$ cat src/rtl/spi_mem_responder_if.sv
// spi_mem_responder_if
// Memory-side bus between the SPI responder and a synchronous single-port RAM.
//   mem_addr_o   : RAM address (held between frames)
//   mem_wdata_o  : RAM write data (held between frames)
//   mem_we_o     : one-clk write strobe
//   mem_re_o     : one-clk read strobe, mem_rdata_i valid on the following clk
//   mem_rdata_i  : RAM read data
// Modport master is the responder side, modport slave is the RAM side.
interface spi_mem_responder_if #(
  parameter int ADDR_W = 15,
  parameter int DATA_W = 16
);
  logic [ADDR_W-1:0] mem_addr_o;
  logic [DATA_W-1:0] mem_wdata_o;
  logic              mem_we_o;
  logic              mem_re_o;
  logic [DATA_W-1:0] mem_rdata_i;

  modport master (
    output mem_addr_o,
    output mem_wdata_o,
    output mem_we_o,
    output mem_re_o,
    input  mem_rdata_i
  );

  modport slave (
    input  mem_addr_o,
    input  mem_wdata_o,
    input  mem_we_o,
    input  mem_re_o,
    output mem_rdata_i
  );
endinterface

$ cat src/rtl/spi_mem_responder.sv
// spi_mem_responder
// SPI mode-0 target at the memory end of the CPU control link. Each frame is
// rwb (1 = read) + ADDR_W address bits + DATA_W data bits, MSB first. A frame
// performs exactly one RAM access; read data is shifted back in the data phase
// of the same frame. All SPI pins are oversampled in the clk domain.
// Ports:
//   clk, resetb      : system clock, asynchronous active-low reset
//   sclk_i, csb_i    : SPI clock and active-low chip select from the initiator
//   mosi_i, miso_o   : serial data in / out
//   miso_oe_o        : MISO drive enable, high while synchronized csb is low
//   busy_o           : high whenever the FSM is not IDLE
//   frame_err_o      : one-clk pulse when a frame is aborted early
//   mem              : RAM bus (spi_mem_responder_if master modport)
module spi_mem_responder #(
  parameter int ADDR_W      = 15,
  parameter int DATA_W      = 16,
  parameter int SYNC_STAGES = 2
) (
  input  logic                     clk,
  input  logic                     resetb,
  input  logic                     sclk_i,
  input  logic                     csb_i,
  input  logic                     mosi_i,
  output logic                     miso_o,
  output logic                     miso_oe_o,
  output logic                     busy_o,
  output logic                     frame_err_o,
  spi_mem_responder_if.master      mem
);

  localparam int FRAME_W = 1 + ADDR_W + DATA_W;
  localparam int CNT_W   = $clog2(FRAME_W + 1);
  localparam logic [CNT_W-1:0] CMD_LAST   = CNT_W'(ADDR_W);
  localparam logic [CNT_W-1:0] FRAME_LAST = CNT_W'(FRAME_W - 1);

  typedef enum logic [2:0] {
    IDLE,
    CMD,
    RD_REQ,
    RD_WAIT,
    DATA,
    COMMIT,
    DONE
  } state_t;

  logic [SYNC_STAGES-1:0] sclk_sync;
  logic [SYNC_STAGES-1:0] csb_sync;
  logic [SYNC_STAGES-1:0] mosi_sync;
  logic                   sclk_prev;
  logic                   csb_prev;
  logic                   sclk_s;
  logic                   csb_s;
  logic                   mosi_s;
  logic                   sclk_rise;
  logic                   sclk_fall;
  logic                   csb_fall;

  state_t            state_q, state_n;
  logic [CNT_W-1:0]  cnt_q, cnt_n;
  logic [FRAME_W-2:0] shift_q, shift_n;
  logic [FRAME_W-1:0] shift_in;
  logic [DATA_W-1:0] tx_q, tx_n;
  logic              miso_q, miso_n;
  logic [ADDR_W-1:0] addr_q, addr_n;
  logic [DATA_W-1:0] wdata_q, wdata_n;
  logic              err_q, err_n;

  // Multi-stage synchronizers on the SPI pins plus one extra delayed copy of
  // sclk and csb for edge detection. They clear to the idle bus levels so a
  // reset never looks like a csb fall or an sclk edge.
  always_ff @(posedge clk or negedge resetb) begin
    if (!resetb) begin
      sclk_sync <= '0;
      csb_sync  <= '1;
      mosi_sync <= '0;
      sclk_prev <= 1'b0;
      csb_prev  <= 1'b1;
    end else begin
      sclk_sync <= {sclk_sync[SYNC_STAGES-2:0], sclk_i};
      csb_sync  <= {csb_sync[SYNC_STAGES-2:0], csb_i};
      mosi_sync <= {mosi_sync[SYNC_STAGES-2:0], mosi_i};
      sclk_prev <= sclk_s;
      csb_prev  <= csb_s;
    end
  end

  assign sclk_s    = sclk_sync[SYNC_STAGES-1];
  assign csb_s     = csb_sync[SYNC_STAGES-1];
  assign mosi_s    = mosi_sync[SYNC_STAGES-1];
  assign sclk_rise = sclk_s & ~sclk_prev;
  assign sclk_fall = ~sclk_s & sclk_prev;
  assign csb_fall  = ~csb_s & csb_prev;

  // State and datapath registers.
  always_ff @(posedge clk or negedge resetb) begin
    if (!resetb) begin
      state_q <= IDLE;
      cnt_q   <= '0;
      shift_q <= '0;
      tx_q    <= '0;
      miso_q  <= 1'b0;
      addr_q  <= '0;
      wdata_q <= '0;
      err_q   <= 1'b0;
    end else begin
      state_q <= state_n;
      cnt_q   <= cnt_n;
      shift_q <= shift_n;
      tx_q    <= tx_n;
      miso_q  <= miso_n;
      addr_q  <= addr_n;
      wdata_q <= wdata_n;
      err_q   <= err_n;
    end
  end

  // Frame sequencing. csb is tested as a level in the mid-frame states, so a
  // release is caught even if it lands during a one-clk state. In DATA the
  // final sclk rise is checked before csb so a release coinciding with the
  // last bit still completes the frame.
  always_comb begin
    state_n  = state_q;
    cnt_n    = cnt_q;
    shift_n  = shift_q;
    tx_n     = tx_q;
    miso_n   = miso_q;
    addr_n   = addr_q;
    wdata_n  = wdata_q;
    err_n    = 1'b0;
    shift_in = {shift_q, mosi_s};

    case (state_q)
      IDLE: begin
        if (csb_fall) begin
          state_n = CMD;
          cnt_n   = '0;
          shift_n = '0;
          miso_n  = 1'b0;
        end
      end

      CMD: begin
        if (csb_s) begin
          state_n = IDLE;
          err_n   = 1'b1;
          miso_n  = 1'b0;
        end else if (sclk_rise) begin
          shift_n = shift_in[FRAME_W-2:0];
          cnt_n   = cnt_q + CNT_W'(1);
          if (cnt_q == CMD_LAST) begin
            addr_n = shift_in[ADDR_W-1:0];
            if (shift_in[ADDR_W]) begin
              state_n = RD_REQ;
            end else begin
              state_n = DATA;
              tx_n    = '0;
            end
          end
        end
      end

      RD_REQ: begin
        if (csb_s) begin
          state_n = IDLE;
          err_n   = 1'b1;
          miso_n  = 1'b0;
        end else begin
          state_n = RD_WAIT;
        end
      end

      RD_WAIT: begin
        if (csb_s) begin
          state_n = IDLE;
          err_n   = 1'b1;
          miso_n  = 1'b0;
        end else begin
          tx_n    = mem.mem_rdata_i;
          state_n = DATA;
        end
      end

      DATA: begin
        if (sclk_rise && (cnt_q == FRAME_LAST)) begin
          shift_n = shift_in[FRAME_W-2:0];
          cnt_n   = cnt_q + CNT_W'(1);
          miso_n  = 1'b0;
          if (shift_in[FRAME_W-1]) begin
            state_n = DONE;
          end else begin
            wdata_n = shift_in[DATA_W-1:0];
            state_n = COMMIT;
          end
        end else if (csb_s) begin
          state_n = IDLE;
          err_n   = 1'b1;
          miso_n  = 1'b0;
        end else if (sclk_rise) begin
          shift_n = shift_in[FRAME_W-2:0];
          cnt_n   = cnt_q + CNT_W'(1);
        end else if (sclk_fall) begin
          miso_n = tx_q[DATA_W-1];
          tx_n   = {tx_q[DATA_W-2:0], 1'b0};
        end
      end

      COMMIT: begin
        state_n = DONE;
      end

      DONE: begin
        miso_n = 1'b0;
        if (csb_s) begin
          state_n = IDLE;
        end
      end

      default: begin
        state_n = IDLE;
      end
    endcase
  end

  assign miso_o          = miso_q;
  assign miso_oe_o       = ~csb_s;
  assign busy_o          = (state_q != IDLE);
  assign frame_err_o     = err_q;
  assign mem.mem_addr_o  = addr_q;
  assign mem.mem_wdata_o = wdata_q;
  assign mem.mem_we_o    = (state_q == COMMIT);
  assign mem.mem_re_o    = (state_q == RD_REQ);

endmodule

$ cat src/flat_wrapper.sv
// flat-port wrapper written by rule: the top's interface ports become plain ports
module spi_mem_responder_flat 
#(
  parameter int ADDR_W      = 15,
  parameter int DATA_W      = 16,
  parameter int SYNC_STAGES = 2
)
  (clk, resetb, sclk_i, csb_i, mosi_i, miso_o, miso_oe_o, busy_o, frame_err_o, mem_mem_addr_o, mem_mem_wdata_o, mem_mem_we_o, mem_mem_re_o, mem_mem_rdata_i);
  spi_mem_responder_if #(.ADDR_W(ADDR_W), .DATA_W(DATA_W)) mem_i ();
  input  logic clk;
  input  logic resetb;
  input  logic sclk_i;
  input  logic csb_i;
  input  logic mosi_i;
  output logic miso_o;
  output logic miso_oe_o;
  output logic busy_o;
  output logic frame_err_o;
  output wire logic [$bits(mem_i.mem_addr_o)-1:0] mem_mem_addr_o;
  output wire logic [$bits(mem_i.mem_wdata_o)-1:0] mem_mem_wdata_o;
  output wire logic [$bits(mem_i.mem_we_o)-1:0] mem_mem_we_o;
  output wire logic [$bits(mem_i.mem_re_o)-1:0] mem_mem_re_o;
  input wire logic [$bits(mem_i.mem_rdata_i)-1:0] mem_mem_rdata_i;
  assign mem_mem_addr_o = mem_i.mem_addr_o;
  assign mem_mem_wdata_o = mem_i.mem_wdata_o;
  assign mem_mem_we_o = mem_i.mem_we_o;
  assign mem_mem_re_o = mem_i.mem_re_o;
  assign mem_i.mem_rdata_i = mem_mem_rdata_i;
  spi_mem_responder #(.ADDR_W(ADDR_W), .DATA_W(DATA_W), .SYNC_STAGES(SYNC_STAGES)) u_core (.clk(clk), .resetb(resetb), .sclk_i(sclk_i), .csb_i(csb_i), .mosi_i(mosi_i), .miso_o(miso_o), .miso_oe_o(miso_oe_o), .busy_o(busy_o), .frame_err_o(frame_err_o), .mem(mem_i));
endmodule
$ cat config.mk
export PLATFORM = sky130hd
export DESIGN_NAME = spi_mem_responder_flat
export DESIGN_NICKNAME = d
export VERILOG_FILES = /design/src/rtl/spi_mem_responder_if.sv /design/src/rtl/spi_mem_responder.sv /design/src/flat_wrapper.sv
export SDC_FILE = /design/constraint.sdc
export NUM_CORES = 1
export LEC_CHECK = 0
export BUFFER_PORTS_ARGS = -buffer_cell sky130_fd_sc_hd__clkbuf_2
export CAP_MARGIN = 20
export CORE_MARGIN = 4
export CORE_UTILIZATION = 30
export CTS_CLUSTER_SIZE = 28
export DETAILED_ROUTE_END_ITERATION = 8
export PLACE_DENSITY = 0.48
export SYNTH_ARGS = -nofsm -noshare
export SYNTH_HDL_FRONTEND = slang
export SYNTH_SLANG_ARGS = --single-unit
$ cat constraint.sdc
create_clock -name clk -period 3 [get_ports clk]
set_input_delay 0.15 -clock clk [delete_from_list [all_inputs] [get_ports clk]]
set_output_delay 0.15 -clock clk [all_outputs]
set_load 0.01 [all_outputs]
# Yosys cells after proc, flatten, opt, wreduce, memory -nomap -nowiden
# Index checks and enable logic that the tools add are counted.
# Widths: inputs -> output; s select.
[op_classes]
add_sub_neg = 1
eq_ne = 23
mux = 41
bitwise_logic = 7
n_reduce_logical = 13
[op_table]
columns = ["op", "count"]
rows = [
  ["$mux 16", 9],
  ["$mux 31", 4],
  ["$pmux 31 s3", 1],
  ["$pmux 16 s3", 1],
  ["$mux 3", 8],
  ["$mux 6", 4],
  ["$pmux 3 s7", 1],
  ["$pmux 6 s3", 1],
  ["$ne 2x2->1 const B", 6],
  ["$ne 2x1->1 const B", 5],
  ["$reduce_and 10->1", 1],
  ["$eq 3x3->1 const B", 3],
  ["$reduce_bool 3->1", 3],
  ["$mux 1", 8],
  ["$add 6x1->6 const B", 1],
  ["$eq 3x2->1 const B", 2],
  ["$eq 6x4->1 const B", 1],
  ["$eq 6x5->1 const B", 1],
  ["$ne 3x1->1 const B", 2],
  ["$reduce_and 3->1", 2],
  ["$reduce_and 5->1", 1],
  ["$mux 2", 2],
  ["$ne 4x1->1 const B", 1],
  ["$ne 4x3->1 const B", 1],
  ["other kinds (11)", 16],
]
[totals]
reg_bits = 97
inputBits = 21
word_cells = 98

# Depth between registers and ports, before layout
[logic_depth]
word_depth = 7
mapped_depth = 7
ltp_nobuf = 5

# Worst setup path before layout
# OpenSTA, ideal clock, no wires.
[synth_timing]
kind = "register to register"
startpoint = "reg u_core.cnt_q[0]"
endpoint = "reg u_core.tx_q[14]"
setup_time_ns = 0.125
arrival_ns = 2.115
required_ns = 2.875
slack_ns = 0.760
stages_incl_launch_ff = 7
path_buffers = 1
cell_sequence = "dfrtp_1 ha_1 nand4b_4 or4_4 a221oi_4 buf_8 mux2_4"
[synth_between]
elab_chain_cells = 4
word_cells_on_any_way = 6
classes_between = "eq/ne (4); reduce/logical (2)"
[synth_rtl]
columns = ["element", "line", "text"]
rows = [
  ["start: declaration", "spi_mem_responder.sv:59", "logic [CNT_W-1:0] cnt_q, cnt_n;"],
  ["start signal: assignment", "spi_mem_responder.sv:107", "cnt_q <= cnt_n;"],
  ["$eq 6x5->1", "spi_mem_responder.sv:184", "if (sclk_rise && (cnt_q == FRAME_LAST)) begin"],
  ["$logic_and 1x1->1", "spi_mem_responder.sv:184", ""],
  ["$ne 2x2->1 (no line)", "-", ""],
  ["$reduce_and 10->1 (no line) *", "-", ""],
  ["end signal: assignment", "spi_mem_responder.sv:109", "tx_q <= tx_n;"],
  ["end: declaration", "spi_mem_responder.sv:62", "logic [DATA_W-1:0] tx_q, tx_n;"],
]
# Every way passes the cells marked *; elsewhere a longest branch is shown, timed or not.
# A chain may end at the register's enable or synchronous reset.

# Final worst setup path
[layout_timing]
startpoint = "reg u_core.state_q[2]"
endpoint = "reg u_core.tx_q[12]"
[layout_between]
elab_chain_cells = 3
word_cells_on_any_way = 15
classes_between = "eq/ne (12); mux (1); reduce/logical (2)"
[layout_rtl]
columns = ["element", "line", "text"]
rows = [
  ["start: declaration", "spi_mem_responder.sv:58", "state_t state_q, state_n;"],
  ["start signal: assignment", "spi_mem_responder.sv:106", "state_q <= state_n;"],
  ["$eq 3x3->1, or another cell as far along", "spi_mem_responder.sv:132", "case (state_q)"],
  ["$ne 2x2->1 (no line), or another cell as far along", "-", ""],
  ["$reduce_and 10->1 (no line)", "-", ""],
]
# Parallel ways exist; a longest one is shown, timed or not.

==> run summary <==
Pin count of the biggest net entering global routing - 39
Vias in the first global route - 2882
Crit path capture type - flip-flop
Tmin final - 2.48 ns
Worst-margin pin slew - 0.692 ns
Worst-path clk slew - 0.07 ns
DRC Markers - 0
Hold Path End - u_core.tx_q[0]$_DFFE_PN0P_
Die Ht - 126 um
Skew-Pair Late Insertion Delay - 0.35 ns
CP Cell Sequence - nor3b_2 > nand3b_1 > a221oi_4 > buf_4 > mux2_2
Die X - 126 um
Longest Clk Path Bufs - 2
Hold Path Stages - 3
Share of flip-flops with an asynchronous set or reset - 1.00
Worst Hold Launch - mem_mem_rdata_i[0]
Detailed Routing Iterations Pass 1 - 4
Status - completed
Die area - 15900 sq um
Syn avg cell area - 13.6 sq um
Routed Antenna Nets - 0
Worst Hold Class - in -> reg
Root buffer cell - clkbuf_16
Worst-path fanout max - 17
Register share of total power - 0.448
Mapped Cells - 307
Fin crit share - 0.827
Routed WL - 8780 um
Crit-path max cell delay - 0.63 ns
Iteration-0 DRC count of the detailed router - 146
Ys flop type - dfrtp_1
EDFF count, synth - 0
Fin. max-slew vios - 0
Comb power frac - 0.220
Crit path DAT - 2.71 ns
Crit Path Class - reg -> reg
Setup violations, final - 0
Peak VDD IR - 0.000287 V
Seq/Total Area, Yosys - 0.581
Routed len/inst - 16.0 um
Switching power share of the total - 0.317
Layout cells sized above 1 - 0.375
Clk_skew - 0.00610 ns
Max-capacitance violation count - 0
Setup TNS - 0 ns
Total track usage - 0.118
First-pass GRT wire length - 15000 um
Initial Utilization - 0.311
Final Hold Viols - 0
Fill count - 1370
CP bufs+invs - 1
Clock group share of total power - 0.332
Slowest cell on the critical path - dfrtp_1
Worst Path Required - 3.23 ns
Fin util - 0.371
Flops & latches, synth - 97
Psw - 0.00107 W
Worst reg2reg path endpoint - u_core.tx_q[12]$_DFFE_PN0P_
Unrepaired setup endpoints after global routing - no
GR Overflow Total - 0
Layout area overhead - 19.4%
Critical R2R Launch - u_core.state_q[2]$_DFFE_PN0P_
PwrDens - 674 nW/um^2
Antenna violations before repair - 0
Vias per cell - 4.99
TritonCTS clock tree - yes
Register-to-Register Setup Slack - 0.52 ns
Number of clock sinks - 97
CP delay by family, top - simple AND/OR/NAND/NOR gates
Max Freq - 403 MHz
Inserted Diodes - 0
FP Rows - 42
Top Ports - 58
Setup crit start kind - flip-flop
Internal Dissipation - 0.00230 W
Synthesized cell area - 4180 sq um
R2r worst-path depth - 5
Synth warn - 0
Post-CTS Setup Inserts - 0
Core Region - 13500 sq um
Synthesized Nets - 329
Detail Placement HPWL - 5610 um
Via Count - 2739
Slew headroom - 0.538
GP Congestion - 0.803
CTS resizes - 0
Library cells used by synthesis - 53
TritonCTS Buffers - 9
Leakage - 2.46 nW
Layout Nets - 390
PortBufs - 57
H-tree levels - 3
## worst register-to-register path, cell delays in order, from the launching register on
cell and delay (ns):
dfrtp_1 0.63, nor3b_2 0.53, nand3b_1 0.21, a221oi_4 0.31, buf_4 0.32, mux2_2 0.37
## cells by family after synthesis
logic type,count (synthesis),synth area share
and+or+nand+nor,49,0.0792
muxes,50,0.142
adders and majority gates,1,0.00299
buffers and inverters,26,0.0284
DFF,97,0.581
AOI/OAI and AO/OA,84,0.167
## how the worst max path moves through the flow
stage | slack, ns | cells after the start | end | startpoint
5_1_grt | 0.37 | 5 | u_core.tx_q[9]$_DFFE_PN0P_ | u_core.state_q[2]$_DFFE_PN0P_
2_1_floorplan | 0.76 | 6 | u_core.tx_q[14]$_DFFE_PN0P_ | u_core.cnt_q[0]$_DFFE_PN0P_
3_5_place_dp | 0.53 | 5 | u_core.tx_q[11]$_DFFE_PN0P_ | u_core.state_q[2]$_DFFE_PN0P_
3_3_place_gp | 0.59 | 5 | u_core.tx_q[13]$_DFFE_PN0P_ | u_core.state_q[2]$_DFFE_PN0P_
6_report | 0.52 | 5 | u_core.tx_q[12]$_DFFE_PN0P_ | u_core.state_q[2]$_DFFE_PN0P_
4_1_cts | 0.52 | 5 | u_core.tx_q[11]$_DFFE_PN0P_ | u_core.state_q[2]$_DFFE_PN0P_
## sequential cells by signal, indices dropped and copies added (netlist names), 3 cells and up
name / flops
u_core.mem.mem_wdata_o: 16
u_core.shift_q: 31
u_core.mem.mem_addr_o: 15
u_core.cnt_q: 6
u_core.tx_q: 16
u_core.state_q: 3
## power groups by stage
| stage | clock (W) | sequential, W | combinational, W |
|---|---|---|---|
| 3_3_place_gp | 0 | 0.00153 | 0.000743 |
| 5_1_grt | 0.00123 | 0.00152 | 0.000826 |
| 4_1_cts | 0.00117 | 0.00150 | 0.000751 |
| 3_5_place_dp | 0 | 0.00153 | 0.000744 |
| 2_1_floorplan | 0 | 0.00145 | 0.000622 |
| 6_report | 0.00112 | 0.00151 | 0.000740 |
## cell usage after synthesis (3+ instances only)
| cell type | instances | area [sq um] |
|---|---|---|
| a22o_1 | 47 | 412 |
| a21oi_1 | 7 | 35.0 |
| inv_1 | 5 | 18.8 |
| o21ai_0 | 5 | 25.0 |
| clkbuf_1 | 9 | 33.8 |
| nor2_1 | 9 | 33.8 |
| mux2_4 | 9 | 135 |
| mux2_2 | 37 | 417 |
| nand2b_1 | 5 | 31.3 |
| mux2i_1 | 3 | 30.0 |
| dfrtp_1 | 94 | 2350 |
| buf_2 | 8 | 40.0 |
| dfstp_2 | 3 | 78.8 |
| nand4_1 | 3 | 18.8 |
| nand3b_1 | 4 | 30.0 |
| nand3_1 | 3 | 15.0 |
| nor3_1 | 3 | 15.0 |
| nand2_1 | 7 | 26.3 |
| a211oi_1 | 4 | 30.0 |
| buf_1 | 3 | 11.3 |
## repair_timing
| item | CTS | global route |
|---|---|---|
| setup endpoints to repair | 0 | 0 |
| hold buffers | 4 | 0 |
| hold endpoints to repair | 27 | 0 |
## layer usage
metal	vias up	routed length (um)	part of all wire	GRT usage
met5	-	0	0	0
met4	0	85	0.0097	0.0303
met3	9	440	0.050	0.0428
met2	58	3910	0.45	0.175
met1	1390	4340	0.49	0.163
li1	1282	-	-	-
## layout by cell type, fill, tap and decap left out, types with 3 or more instances in the layout
cell / count
dlygate4sd3_1: 4
a22o_1: 47
nand2_1: 7
buf_4: 11
nand2b_1: 5
nor3_1: 3
mux2i_1: 3
o21ai_0: 5
a21oi_1: 7
nor2_1: 9
dfrtp_1: 94
clkbuf_16: 9
inv_1: 5
clkbuf_2: 56
mux2_4: 9
dfstp_2: 3
nand3b_1: 4
a211oi_1: 4
nand3_1: 3
nand4_1: 3
mux2_2: 37
## layout make-up
class                           instances  area (sq um)  share of cell area
Tap cell                              176           220              0.0441
Clock buffer                           11           243              0.0486
Sequential cell                        97          2430               0.487
Clock inverter                          5          46.3             0.00927
Multi-Input combinational cell        184          1630               0.327
Inverter                                5          18.8             0.00376
Timing Repair Buffer                   71           403              0.0806
## per-stage QoR
step,cell area (sq um),worst slack [ns],instances,power [W],hold slack (ns)
6_report,5000,0.519,549,0.00337,0.0606
5_1_grt,5000,0.367,549,0.00358,0.0637
4_1_cts,5000,0.524,549,0.00343,0.0466
3_5_place_dp,4670,0.528,529,0.00227,0.0816
3_3_place_gp,4670,0.595,529,0.00227,0.0816
2_1_floorplan,4180,0.760,307,0.00207,-0.146
Power figures use the tool's default switching activity.
